## config.mk

```make
export PLATFORM = sky130hd
export DESIGN_NAME = frame_mem_arbiter_flat
export DESIGN_NICKNAME = d
export VERILOG_FILES = /design/src/rtl/frame_mem_if.sv /design/src/rtl/frame_mem_arbiter.sv /design/src/flat_wrapper.sv
export SDC_FILE = /design/constraint.sdc
export NUM_CORES = 1
export LEC_CHECK = 0
export BUFFER_PORTS_ARGS = -buffer_cell sky130_fd_sc_hd__buf_2
export CAP_MARGIN = 10
export CORE_UTILIZATION = 43
export DETAILED_ROUTE_END_ITERATION = 7
export PLACE_DENSITY_LB_ADDON = 0.12
export SETUP_SLACK_MARGIN = 0.3
export SYNTH_ARGS = -nofsm -noshare
export SYNTH_HDL_FRONTEND = slang
export SYNTH_SLANG_ARGS = --single-unit
```

## constraint.sdc

```tcl
create_clock -name clk -period 4.7 [get_ports clk]
set_clock_uncertainty 0.1 [all_clocks]
set_input_delay 0.94 -clock clk [delete_from_list [all_inputs] [get_ports clk]]
set_output_delay 0.94 -clock clk [all_outputs]
set_load 0.01 [all_outputs]
```

## src/rtl/frame_mem_if.sv

```systemverilog
// Bus bundle between the CPU port, the VGA pixel fetcher, the shared RAM and the arbiter.
// The slave modport is the arbiter's view; master is the view of everything around it.
interface frame_mem_if #(
  parameter int WIDTH  = 32,
  parameter int ADDR_W = 8
);
  logic              cpu_req;
  logic              cpu_we;
  logic [ADDR_W-1:0] cpu_addr;
  logic [WIDTH-1:0]  cpu_wdata;
  logic [WIDTH-1:0]  cpu_rdata;
  logic              cpu_ready;

  logic              vga_req;
  logic [ADDR_W-1:0] vga_addr;
  logic [WIDTH-1:0]  vga_rdata;
  logic              vga_valid;

  logic [ADDR_W-1:0] mem_addr;
  logic              mem_we;
  logic [WIDTH-1:0]  mem_wdata;
  logic [WIDTH-1:0]  mem_rdata;

  modport master (
    output cpu_req, cpu_we, cpu_addr, cpu_wdata, vga_req, vga_addr, mem_rdata,
    input  cpu_rdata, cpu_ready, vga_rdata, vga_valid, mem_addr, mem_we, mem_wdata
  );

  modport slave (
    input  cpu_req, cpu_we, cpu_addr, cpu_wdata, vga_req, vga_addr, mem_rdata,
    output cpu_rdata, cpu_ready, vga_rdata, vga_valid, mem_addr, mem_we, mem_wdata
  );
endinterface

```

## src/rtl/frame_mem_arbiter.sv

```systemverilog
// Shares one single-port frame RAM between the CPU and the VGA fetcher, VGA first.
// Define FMA_STARVE_GUARD_EN to let a CPU that has waited MAX_WAIT cycles win over VGA.
module frame_mem_arbiter #(
  parameter int WIDTH    = 32,
  parameter int DEPTH    = 256,
  parameter int ADDR_W   = 8,
  parameter int MAX_WAIT = 15
) (
  input  logic          clk,
  input  logic          rst,
  frame_mem_if.slave    bus
);

  typedef enum logic {IDLE, CPU_ACK} state_t;

  if ((2 ** ADDR_W) < DEPTH || MAX_WAIT < 1 || MAX_WAIT > 255) begin : g_param_err
    $error("frame_mem_arbiter: bad ADDR_W/DEPTH/MAX_WAIT combination");
  end

  state_t            state_q, state_d;
  logic              gnt_vga_q, gnt_vga_d;
  logic              gnt_cpu_rd_q, gnt_cpu_rd_d;
  logic [ADDR_W-1:0] mem_addr_q, mem_addr_d;
  logic [WIDTH-1:0]  mem_wdata_q, mem_wdata_d;
  logic [WIDTH-1:0]  cpu_rdata_q, cpu_rdata_d;
  logic              mem_we_c;
  logic              guard_trip;
  logic              vga_win;
  logic              cpu_win;

  // Nothing is granted while reset is held, so the RAM never sees a stray write.
  assign vga_win = !rst && bus.vga_req && !guard_trip;
  assign cpu_win = !rst && !vga_win && bus.cpu_req && (state_q == IDLE);

`ifdef FMA_STARVE_GUARD_EN
  logic [7:0] wait_cnt_q, wait_cnt_d;

  assign guard_trip = (state_q == IDLE) && bus.cpu_req && (wait_cnt_q == 8'(MAX_WAIT));

  always_comb begin
    wait_cnt_d = wait_cnt_q;
    if (!bus.cpu_req || cpu_win) begin
      wait_cnt_d = 8'd0;
    end else if (state_q == IDLE && wait_cnt_q != 8'(MAX_WAIT)) begin
      wait_cnt_d = wait_cnt_q + 8'd1;
    end
  end

  always_ff @(posedge clk or posedge rst) begin
    if (rst) begin
      wait_cnt_q <= 8'd0;
    end else begin
      wait_cnt_q <= wait_cnt_d;
    end
  end
`else
  assign guard_trip = 1'b0;
`endif

  always_comb begin
    state_d      = state_q;
    gnt_vga_d    = 1'b0;
    gnt_cpu_rd_d = 1'b0;
    mem_addr_d   = mem_addr_q;
    mem_wdata_d  = mem_wdata_q;
    mem_we_c     = 1'b0;

    if (vga_win) begin
      mem_addr_d = bus.vga_addr;
      gnt_vga_d  = 1'b1;
    end else if (cpu_win) begin
      mem_addr_d   = bus.cpu_addr;
      mem_wdata_d  = bus.cpu_wdata;
      mem_we_c     = bus.cpu_we;
      gnt_cpu_rd_d = !bus.cpu_we;
    end

    case (state_q)
      IDLE:    if (cpu_win) state_d = CPU_ACK;
      CPU_ACK: state_d = IDLE;
      default: state_d = IDLE;
    endcase

    // Read data is captured only in the cycle after a CPU read grant, held otherwise.
    cpu_rdata_d = gnt_cpu_rd_q ? bus.mem_rdata : cpu_rdata_q;
  end

  always_ff @(posedge clk or posedge rst) begin
    if (rst) begin
      state_q      <= IDLE;
      gnt_vga_q    <= 1'b0;
      gnt_cpu_rd_q <= 1'b0;
      mem_addr_q   <= '0;
      mem_wdata_q  <= '0;
      cpu_rdata_q  <= '0;
    end else begin
      state_q      <= state_d;
      gnt_vga_q    <= gnt_vga_d;
      gnt_cpu_rd_q <= gnt_cpu_rd_d;
      mem_addr_q   <= mem_addr_d;
      mem_wdata_q  <= mem_wdata_d;
      cpu_rdata_q  <= cpu_rdata_d;
    end
  end

  assign bus.mem_addr  = mem_addr_d;
  assign bus.mem_wdata = mem_wdata_d;
  assign bus.mem_we    = mem_we_c;
  assign bus.cpu_ready = (state_q == CPU_ACK);
  assign bus.cpu_rdata = cpu_rdata_d;
  assign bus.vga_valid = gnt_vga_q;
  assign bus.vga_rdata = bus.mem_rdata;

endmodule

```

## src/flat_wrapper.sv

```systemverilog
// flat-port wrapper written by rule: the top's interface ports become plain ports
module frame_mem_arbiter_flat 
#(
  parameter int WIDTH    = 32,
  parameter int DEPTH    = 256,
  parameter int ADDR_W   = 8,
  parameter int MAX_WAIT = 15
)
  (clk, rst, bus_cpu_req, bus_cpu_we, bus_cpu_addr, bus_cpu_wdata, bus_vga_req, bus_vga_addr, bus_mem_rdata, bus_cpu_rdata, bus_cpu_ready, bus_vga_rdata, bus_vga_valid, bus_mem_addr, bus_mem_we, bus_mem_wdata);
  frame_mem_if #(.WIDTH(WIDTH), .ADDR_W(ADDR_W)) bus_i ();
  input  logic clk;
  input  logic rst;
  input wire logic [$bits(bus_i.cpu_req)-1:0] bus_cpu_req;
  input wire logic [$bits(bus_i.cpu_we)-1:0] bus_cpu_we;
  input wire logic [$bits(bus_i.cpu_addr)-1:0] bus_cpu_addr;
  input wire logic [$bits(bus_i.cpu_wdata)-1:0] bus_cpu_wdata;
  input wire logic [$bits(bus_i.vga_req)-1:0] bus_vga_req;
  input wire logic [$bits(bus_i.vga_addr)-1:0] bus_vga_addr;
  input wire logic [$bits(bus_i.mem_rdata)-1:0] bus_mem_rdata;
  output wire logic [$bits(bus_i.cpu_rdata)-1:0] bus_cpu_rdata;
  output wire logic [$bits(bus_i.cpu_ready)-1:0] bus_cpu_ready;
  output wire logic [$bits(bus_i.vga_rdata)-1:0] bus_vga_rdata;
  output wire logic [$bits(bus_i.vga_valid)-1:0] bus_vga_valid;
  output wire logic [$bits(bus_i.mem_addr)-1:0] bus_mem_addr;
  output wire logic [$bits(bus_i.mem_we)-1:0] bus_mem_we;
  output wire logic [$bits(bus_i.mem_wdata)-1:0] bus_mem_wdata;
  assign bus_i.cpu_req = bus_cpu_req;
  assign bus_i.cpu_we = bus_cpu_we;
  assign bus_i.cpu_addr = bus_cpu_addr;
  assign bus_i.cpu_wdata = bus_cpu_wdata;
  assign bus_i.vga_req = bus_vga_req;
  assign bus_i.vga_addr = bus_vga_addr;
  assign bus_i.mem_rdata = bus_mem_rdata;
  assign bus_cpu_rdata = bus_i.cpu_rdata;
  assign bus_cpu_ready = bus_i.cpu_ready;
  assign bus_vga_rdata = bus_i.vga_rdata;
  assign bus_vga_valid = bus_i.vga_valid;
  assign bus_mem_addr = bus_i.mem_addr;
  assign bus_mem_we = bus_i.mem_we;
  assign bus_mem_wdata = bus_i.mem_wdata;
  frame_mem_arbiter #(.WIDTH(WIDTH), .DEPTH(DEPTH), .ADDR_W(ADDR_W), .MAX_WAIT(MAX_WAIT)) u_core (.clk(clk), .rst(rst), .bus(bus_i));
endmodule
```

# Yosys cells after proc, flatten, opt, wreduce, memory -nomap -nowiden

Cells that the tools add are included.

Output and inout bits: 107
Flip-flop bits (word level): 75
Memories: 0
Bits in writable memories: 0
ROM bits: 0
Bits in latches: 0

Multiplexer cells: 12
Reduce and logical (&&, ||, !) cells: 7
$lt $le $gt $ge: 0
Divide/modulo/power cells: 0
Bitwise gates (word level): 1
Shifts and indexed selects: 0
$add $sub $neg: 0
Equality and inequality tests: 0
Multiply operators: 0

Operator list:

| cell                | number |
|---|---|
| $mux W32            | 3 |
| $mux W8             | 2 |
| $mux W1             | 6 |
| $logic_and A1 B1 Y1 | 4 |
| $logic_not A1 Y1    | 3 |
| $pmux W1 S2         | 1 |
| $not A1 Y1          | 1 |

# Logic depth before layout (Yosys ltp)

Gate-level depths: netlist (run 1).

Word-level depth: 8
Mapped depth: 5
Mapped depth without buffers: 3

# Worst setup path after synthesis (run 1)

No wires, ideal clock.

Path kind: in2out
Start point: in rst
End point: out bus_mem_addr[0]
Data required time: 3660 ps
Arrival time: 3398 ps
Path buffers: 0
Setup slack: 262 ps
Stages on the path: 3
Cells stage by stage: clkinv_1 -> o22ai_1 -> a21oi_1

Longest elaborated chain between the ends: 8

Ends and longest elaborated chain:

| what                              | line                                             | RTL |
|---|---|---|
| start: declaration                | flat_wrapper.sv:12                               | `input logic rst;` |
| $logic_not A1 Y1 *                | frame_mem_arbiter.sv:32, frame_mem_arbiter.sv:33 |  |
| $logic_and A1 B1 Y1               | frame_mem_arbiter.sv:32                          | `assign vga_win = !rst && bus.vga_req && !guard_trip;` |
| $logic_not A1 Y1                  | frame_mem_arbiter.sv:33                          | `assign cpu_win = !rst && !vga_win && bus.cpu_req && (state_q == IDLE);` |
| $logic_and A1 B1 Y1 (3 in series) | frame_mem_arbiter.sv:33                          |  |
| $mux W8                           | frame_mem_arbiter.sv:71                          | `end else if (cpu_win) begin` |
| $mux W8 *                         | frame_mem_arbiter.sv:68                          | `if (vga_win) begin` |
| end: declaration                  | flat_wrapper.sv:24                               | `output wire logic [$bits(bus_i.mem_addr)-1:0] bus_mem_addr;` |

Every way passes the cells marked *; elsewhere a longest branch is shown, timed or not.

# Final worst setup path (run 1)

Start point: in rst
End point: out bus_mem_wdata[0]

Longest elaborated chain between the ends: 8

Ends and longest elaborated chain:

| what                              | line                                             | RTL |
|---|---|---|
| $logic_not A1 Y1 *                | frame_mem_arbiter.sv:32, frame_mem_arbiter.sv:33 |  |
| $logic_and A1 B1 Y1               | frame_mem_arbiter.sv:32                          |  |
| $logic_not A1 Y1                  | frame_mem_arbiter.sv:33                          |  |
| $logic_and A1 B1 Y1 (3 in series) | frame_mem_arbiter.sv:33                          |  |
| $mux W32                          | frame_mem_arbiter.sv:71                          |  |
| $mux W32 *                        | frame_mem_arbiter.sv:68                          |  |
| end: declaration                  | flat_wrapper.sv:26                               | `output wire logic [$bits(bus_i.mem_wdata)-1:0] bus_mem_wdata;` |

Marks and branches as above.

==> results of run 1 <==
-- sequential cells by signal (all words and copies together), names as in the netlist --
name	flops
u_core.bus.vga_valid	1
u_core.mem_addr_q	8
u_core.mem_wdata_q	32
u_core.cpu_rdata_q	32
u_core.gnt_cpu_rd_q	1
u_core.bus.cpu_ready	1
-- area by class of cell --
cell class,count,share of cell area [%]
Clock buffer,9,2.94
Clock inverter,7,2.19
Inverter,3,0.297
Multi-Input combinational cell,94,24.1
Sequential cell,75,44.5
Tap cell,99,2.94
Timing Repair Buffer,193,23.0
-- metrics by stage --
| stage | cells | hold WS [ns] | setup WS (ns) | utilization, % | total power [mW] |
|---|---|---|---|---|---|
| 6_report | 480 | 0.394 | 0.805 | 58.2 | 1.84 |
| 5_1_grt | 480 | 0.407 | 0.700 | 58.2 | 1.95 |
| 4_1_cts | 480 | 0.396 | 0.793 | 58.2 | 1.87 |
| 3_5_place_dp | 464 | 0.376 | 0.784 | 55.2 | 1.33 |
| 3_3_place_gp | 464 | 0.376 | 0.809 | 55.2 | 1.33 |
| 2_1_floorplan | 214 | 0.393 | 1.37 | - | 1.14 |
-- kinds of logic after synthesis --
logic type             count (synthesis)  synth area share [%]
flip-flops                            75                  57.9
AND/OR/NAND/NOR                        6                  1.62
multiplexers                          64                  25.5
AO/OA/AOI/OAI                         24                  4.32
buffers and inverters                 45                  10.7
-- placed cells by master (no fill, tap or decap), drive strengths merged, types with 2 or more instances in the layout --
master	instances
a21oi	8
buf	193
bufinv	2
clkbuf	9
clkinv	6
dfrtp	75
inv	2
mux2	64
o22ai	16
-- routing by layer --
| metal | global-route usage [%] | vias up |
|---|---|---|
| met4 | 8.65 | 0 |
| li1 | - | 1036 |
| met3 | 6.53 | 10 |
| met2 | 27.1 | 129 |
| met5 | 0 | - |
| met1 | 21.2 | 1058 |
-- critical path, cell delays in order --
cell and delay [ns]:
buf_2 0.12, or3b_1 0.58, nor2_8 0.65, mux2_2 0.42, buf_2 0.14
-- path summary, 6_finish.rpt --
kind,from,endpoint,slack (ns),cells past startpoint
max reg2reg,u_core.bus.cpu_ready$_DFF_PP0_,u_core.mem_wdata_q[0]$_DFF_PP0_,2.46,3
max in group asynchronous,rst,u_core.mem_addr_q[6]$_DFF_PP0_,2.92,3
min,u_core.mem_wdata_q[3]$_DFF_PP0_,u_core.mem_wdata_q[3]$_DFF_PP0_,0.39,1
min reg2reg,u_core.mem_wdata_q[3]$_DFF_PP0_,u_core.mem_wdata_q[3]$_DFF_PP0_,0.39,1
max,rst,bus_mem_wdata[0],0.80,5
min in group asynchronous,rst,u_core.cpu_rdata_q[25]$_DFF_PP0_,0.62,2
-- power groups by stage --
| stage | combinational (mW) | clock, mW | sequential [mW] |
|---|---|---|---|
| finish | 0.500 | 0.530 | 0.814 |
| global route | 0.548 | 0.577 | 0.828 |
| CTS | 0.509 | 0.549 | 0.815 |
| floorplan | 0.324 | 0 | 0.814 |
| global placement | 0.503 | 0 | 0.824 |
| detailed placement | 0.507 | 0 | 0.826 |
==> flow_summary_export.csv, run 1 <==
group,metric,value,unit
run_status,status,"finished, final reports clean",
synth,yosysTopAreaCellShare,57.9,%
routing,dr_wl_met2,3210,um
clock_tree,post-cts-setup-buffers,0,
power,leakage,2.20,nW
routing,wl_met1,2850,um
final_layout,postLayoutCellArea,4220,um2
routing,drt_iter0_drc,49,
sta,timing.max_slew.rel_slack,50.6,%
routing,ant_nets,0,
synth,synthCells,214,
placement,place_congestion,0.928,
critical_path,crit_arrival,2.86,ns
routing,wl_per_cell,14.3,um
floorplan,fp.coreArea,7250,um2
synth,yosysSeqAreaShare,57.9,%
final_layout,fillers,650,
synth,yosysMostFrequentCell,"dfrtp_1",
synth,async_reset_ff_share,100,%
global_route,grt_pass1_wl,10100,um
critical_path,worst_setup_path_start_kind,"input pin",
synth,yosys_most_used_dff,"dfrtp_1",
clock_tree,path_clk_slew,0.08,ns
floorplan,fp.dieW,88.8,um
final_layout,diodes,0,
synth,synth_area,3240,um2
clock_tree,htree_num_levels,3,
placement,post_dp_cell_area,4000,um2
routing,drt-pass1-iter-count,4,
power,p_clk_share,28.8,%
floorplan,row_count,31,
synth,synth_common_cells,"dfrtp_1, mux2_2, buf_4",
critical_path,cp_max_fo,34,
final_layout,register_area,1880,um2
final_layout,drive_gt1_share,72.2,%
global_route,antenna_found_initial,0,
flow_run,max_cap_violations,0,
clock_tree,clock_sinks,75,
sta,setup_violations,0,
sta,fin_crit,3.90,ns
synth,yosys_warnings,0,
synth,syn-num-nets,299,
clock_tree,numCtsBuffers,9,
routing,vias,2233,
final_layout,area.growth.synth_to_final,30.1,%
clock_tree,cts_tree,"done",
power,power_density,437,nW/um2
power,swShare,27.7,%
synth,netlist_top_cells_area,"dfrtp_1, mux2_4, mux2_2",
synth,syn-mean-instance-area,15.1,um2
global_route,gr-usage-all-layers,17.4,%
placement,io_buffer_count,191,
final_layout,final_nets,461,
power,combPwrFrac,27.1,%
power,p_int,1.33,mW
power,p_switching,0.512,mW
clock_tree,hold_buffers,0,
power,peakVddDrop,0.000226,V
worst_hold_path,hp-class,"register to register",
sta,hold_viol,0,
sta,worst_slew_pin_slew,0.740,ns
critical_path,endpoint_kind,"output pin",
sta,drv_slew,0,
routing,drc,0,
routing,top_layer,"met4",
global_route,globalRouteOverflowTotal,0,
floorplan,die_y,88.8,um
critical_path,worst_ep_required_time,3.66,ns
synth,ys_seq_elements,75,
clock_tree,root_buffer,"clkbuf_8",
power,p_seq_share,44.1,%
sta,tns,0,ns
routing,routed-wl-met3,703,um
sta,finalCritPeriodShare,82.9,%
synth,synth_cell_types,19,
global_route,grt_max_degree,46,
synth,synth_edf_count,0,
floorplan,initial_core_util,44.7,%
sta,max_clock_freq,0.257,GHz
global_route,grt_pass1_vias,2157,
clock_tree,cts_resized,0,
synth,yosysTopAreaCell,"dfrtp_1",
clock_tree,cts_buffer_depth,2,
sta,rsz0062_at_grt,"no",
routing,wl,6870,um
clock_tree,clock_latency,0.33,ns
final_layout,multiInputGateArea,1020,um2
floorplan,top_level_ports,192,
placement,dp_hpwl,5100,um
floorplan,dieArea,7890,um2
routing,vias_per_cell,4.65,
critical_path,path_class,"input pin to output pin",
Note: power is estimated with default switching activity, not from simulation.
==> run 2, diff against run 1 <==
--- a/config.mk
+++ b/config.mk
@@ -5,9 +5,10 @@
 export SDC_FILE = /design/constraint.sdc
 export NUM_CORES = 1
 export LEC_CHECK = 0
+export ABC_AREA = 1
 export BUFFER_PORTS_ARGS = -buffer_cell sky130_fd_sc_hd__buf_2
 export CAP_MARGIN = 10
-export CORE_UTILIZATION = 43
+export CORE_UTILIZATION = 39
 export DETAILED_ROUTE_END_ITERATION = 7
 export PLACE_DENSITY_LB_ADDON = 0.12
 export SETUP_SLACK_MARGIN = 0.3
==> constraint.sdc (replaced) <==
create_clock -name clk -period 3.4 [get_ports clk]
set_clock_uncertainty 0.1 [all_clocks]
set_input_delay 0.68 -clock clk [delete_from_list [all_inputs] [get_ports clk]]
set_output_delay 0.68 -clock clk [all_outputs]
set_load 0.01 [all_outputs]
==> run 2 against run 1 <==
Against the previous run: clock power is 20% higher; wire length fell by 0.35%; sequential power rose by 35%; power grew 28%; register-to-register slack got worse by 0.51 ns; via count increased by 13%; cell count up 21%; flip-flop and latch count is the same; die area grew 9.3%; largest cell class unchanged.
==> flow_summary_export.csv, run 2 <==
group,metric,value,unit
sta,fin_crit,2.57,ns
synth,netlist_top_cells_area,"dfrtp_1, nand2_1, mux2_2",
routing,wl_met1,2770,um
critical_path,cp_cell_sequence,"buf_2, nor2_4, nand2_4, clkinv_2, nand2_1, nand2_1, buf_2",
clock_tree,hold_buffers,0,
clock_tree,cts_buffer_depth,2,
sta,drv_slew,0,
sta,setup_violations,0,
final_layout,final_nets,560,
floorplan,dieArea,8630,um2
routing,vias_per_cell,4.33,
synth,ys_seq_elements,75,
routing,ant_nets,0,
power,p_switching,0.711,mW
synth,synth_edf_count,0,
global_route,grt_pass1_vias,2411,
final_layout,multiInputGateArea,963,um2
final_layout,final_cells,582,
synth,syn-mean-instance-area,10.3,um2
floorplan,fp.dieW,92.9,um
critical_path,crit_arrival,1.79,ns
run_status,status,"finished, final reports clean",
worst_hold_path,worstHoldPathCells,2,
global_route,grt_pass1_wl,10900,um
synth,yosysTopAreaCellShare,58.3,%
placement,dp_cells,566,
placement,place_congestion,0.715,
synth,yosys_warnings,0,
global_route,antenna_found_initial,0,
routing,dr_wl_met2,3370,um
synth,synth_cell_types,16,
power,swShare,30.2,%
final_layout,register_area,1880,um2
power,peakVddDrop,0.000268,V
floorplan,row_count,32,
routing,routed-wl-met3,622,um
routing,wl,6850,um
placement,dp_hpwl,5010,um
final_layout,area.growth.synth_to_final,31.1,%
clock_tree,htree_num_levels,3,
synth,yosysMostFrequentCell,"nand2_1",
worst_hold_path,hp-class,"register to register",
floorplan,initial_core_util,41.1,%
synth,async_reset_ff_share,100,%
floorplan,fp.coreArea,7850,um2
sta,rsz0062_at_grt,"no",
routing,drc,0,
power,p_clk_share,27.0,%
global_route,globalRouteOverflowTotal,0,
routing,vias,2521,
final_layout,layout_commonest_cell,"buf_2",
final_layout,fillers,757,
critical_path,path_class,"input pin to output pin",
global_route,gr-usage-all-layers,16.5,%
power,p_int,1.64,mW
clock_tree,cts_tree,"done",
placement,io_buffer_count,191,
power,leakage,2.43,nW
synth,synth_area,3220,um2
final_layout,reg_top3,"u_core.cpu_rdata_q (32), u_core.mem_wdata_q (32), u_core.mem_addr_q (8)",
clock_tree,path_clk_slew,0.07,ns
floorplan,top_level_ports,192,
final_layout,fin_util,53.8,%
synth,yosys_most_used_dff,"dfrtp_1",
synth,yosysTopAreaCell,"dfrtp_1",
clock_tree,clock_sinks,75,
routing,top_layer,"met4",
final_layout,final_cell_mix,"buf_2, nand2_1, dfrtp_1",
floorplan,die_y,92.9,um
sta,tns,0,ns
clock_tree,clock_latency,0.33,ns
sta,max_clock_freq,0.390,GHz
routing,wl_per_cell,11.8,um
sta,timing.max_slew.rel_slack,37.5,%
sta,worst_slew_pin_slew,0.937,ns
critical_path,r2r_cells,6,
synth,synth_common_cells,"nand2_1, dfrtp_1, buf_4",
critical_path,crit_slowest_cell,"clkinv_2",
critical_path,slowest_delay,0.31,ns
routing,drt-pass1-iter-count,4,
flow_run,max_cap_violations,0,
critical_path,cp_max_fo,33,
clock_tree,cts_resized,0,
sta,finalCritPeriodShare,75.5,%
final_layout,diodes,0,
sta,hold_viol,0,
synth,syn-num-nets,398,
critical_path,endpoint_kind,"output pin",
global_route,grt_max_degree,76,
critical_path,worst_ep_required_time,2.62,ns
synth,yosysSeqAreaShare,58.3,%
final_layout,drive_gt1_share,53.1,%
clock_tree,root_buffer,"clkbuf_8",
power,combPwrFrac,26.3,%
clock_tree,post-cts-setup-buffers,0,
sta,whs,0.378,ns
clock_tree,numCtsBuffers,9,
power,p_seq_share,46.7,%
power,power_density,558,nW/um2
critical_path,worst_setup_path_start_kind,"input pin",
synth,synthCells,313,
routing,drt_iter0_drc,77,
==> run 2: cell types whose count changed after synthesis, sizes merged, moves of 3 or more <==
cell | before | now
inv | 2 | 19
mux2 | 64 | 32
o22ai | 16 | 0
nor2 | 1 | 4
buf | 39 | 42
a21oi | 8 | 0
nand2 | 0 | 122
nand3 | 0 | 16
==> run 2: cell families (layout without fill, tap and decap cells) <==
logic type,Yosys count,in the layout,share of synthesized area (%)
simple gates,142,142,17.9
flops,75,75,58.3
buf+inv,64,231,12.6
mux,32,32,11.2
==> run 2: worst max-delay path, delay by kind of cell <==
family | cells | cell delay, ns
buffers and inverters | 3 | 0.58
AND/OR/NAND/NOR | 4 | 0.51
==> run 2: per-layer routing <==
layer,track usage (%),vias up
li1,-,1259
met1,18.8,1128
met2,28.0,126
met3,5.17,8
met4,7.69,0
met5,0,-
==> run 2: per-stage QoR <==
step	setup WS (ns)	power [mW]	area, um2
final	0.834	2.36	4220
after global placement	0.838	1.74	4040
after global routing	0.687	2.51	4220
after CTS	0.804	2.40	4220
after floorplan	0.200	1.49	3260
after detailed placement	0.801	1.75	4040
==> run 2: power by group through the flow <==
stage	clock network, mW	logic (mW)	registers (mW)
after floorplan	0	0.384	1.11
after global placement	0	0.631	1.11
after detailed placement	0	0.634	1.12
after CTS	0.660	0.636	1.10
after global routing	0.696	0.692	1.12
final	0.635	0.620	1.10
==> run 2: final timing paths <==
kind | to | start | slack [ns]
worst max register to register | u_core.mem_addr_q[7]$_DFF_PP0_ | u_core.bus.cpu_ready$_DFF_PP0_ | 1.95
max in group asynchronous | u_core.cpu_rdata_q[21]$_DFF_PP0_ | rst | 1.97
worst min register to register | u_core.mem_wdata_q[2]$_DFF_PP0_ | u_core.mem_wdata_q[2]$_DFF_PP0_ | 0.38
worst max-delay path | bus_mem_wdata[12] | bus_vga_req | 0.83
worst min-delay path | u_core.mem_wdata_q[2]$_DFF_PP0_ | u_core.mem_wdata_q[2]$_DFF_PP0_ | 0.38
min in group asynchronous | u_core.mem_wdata_q[8]$_DFF_PP0_ | rst | 0.61
==> run 2: final cells by class <==
class                      instances  area share [%]
sequential                        75            44.4
timing repair buffer             194            23.2
multi-input combinational        174            22.8
clock buffer                      11            3.59
tap                              102            3.02
inverter                          21            2.10
clock inverter                     5           0.859
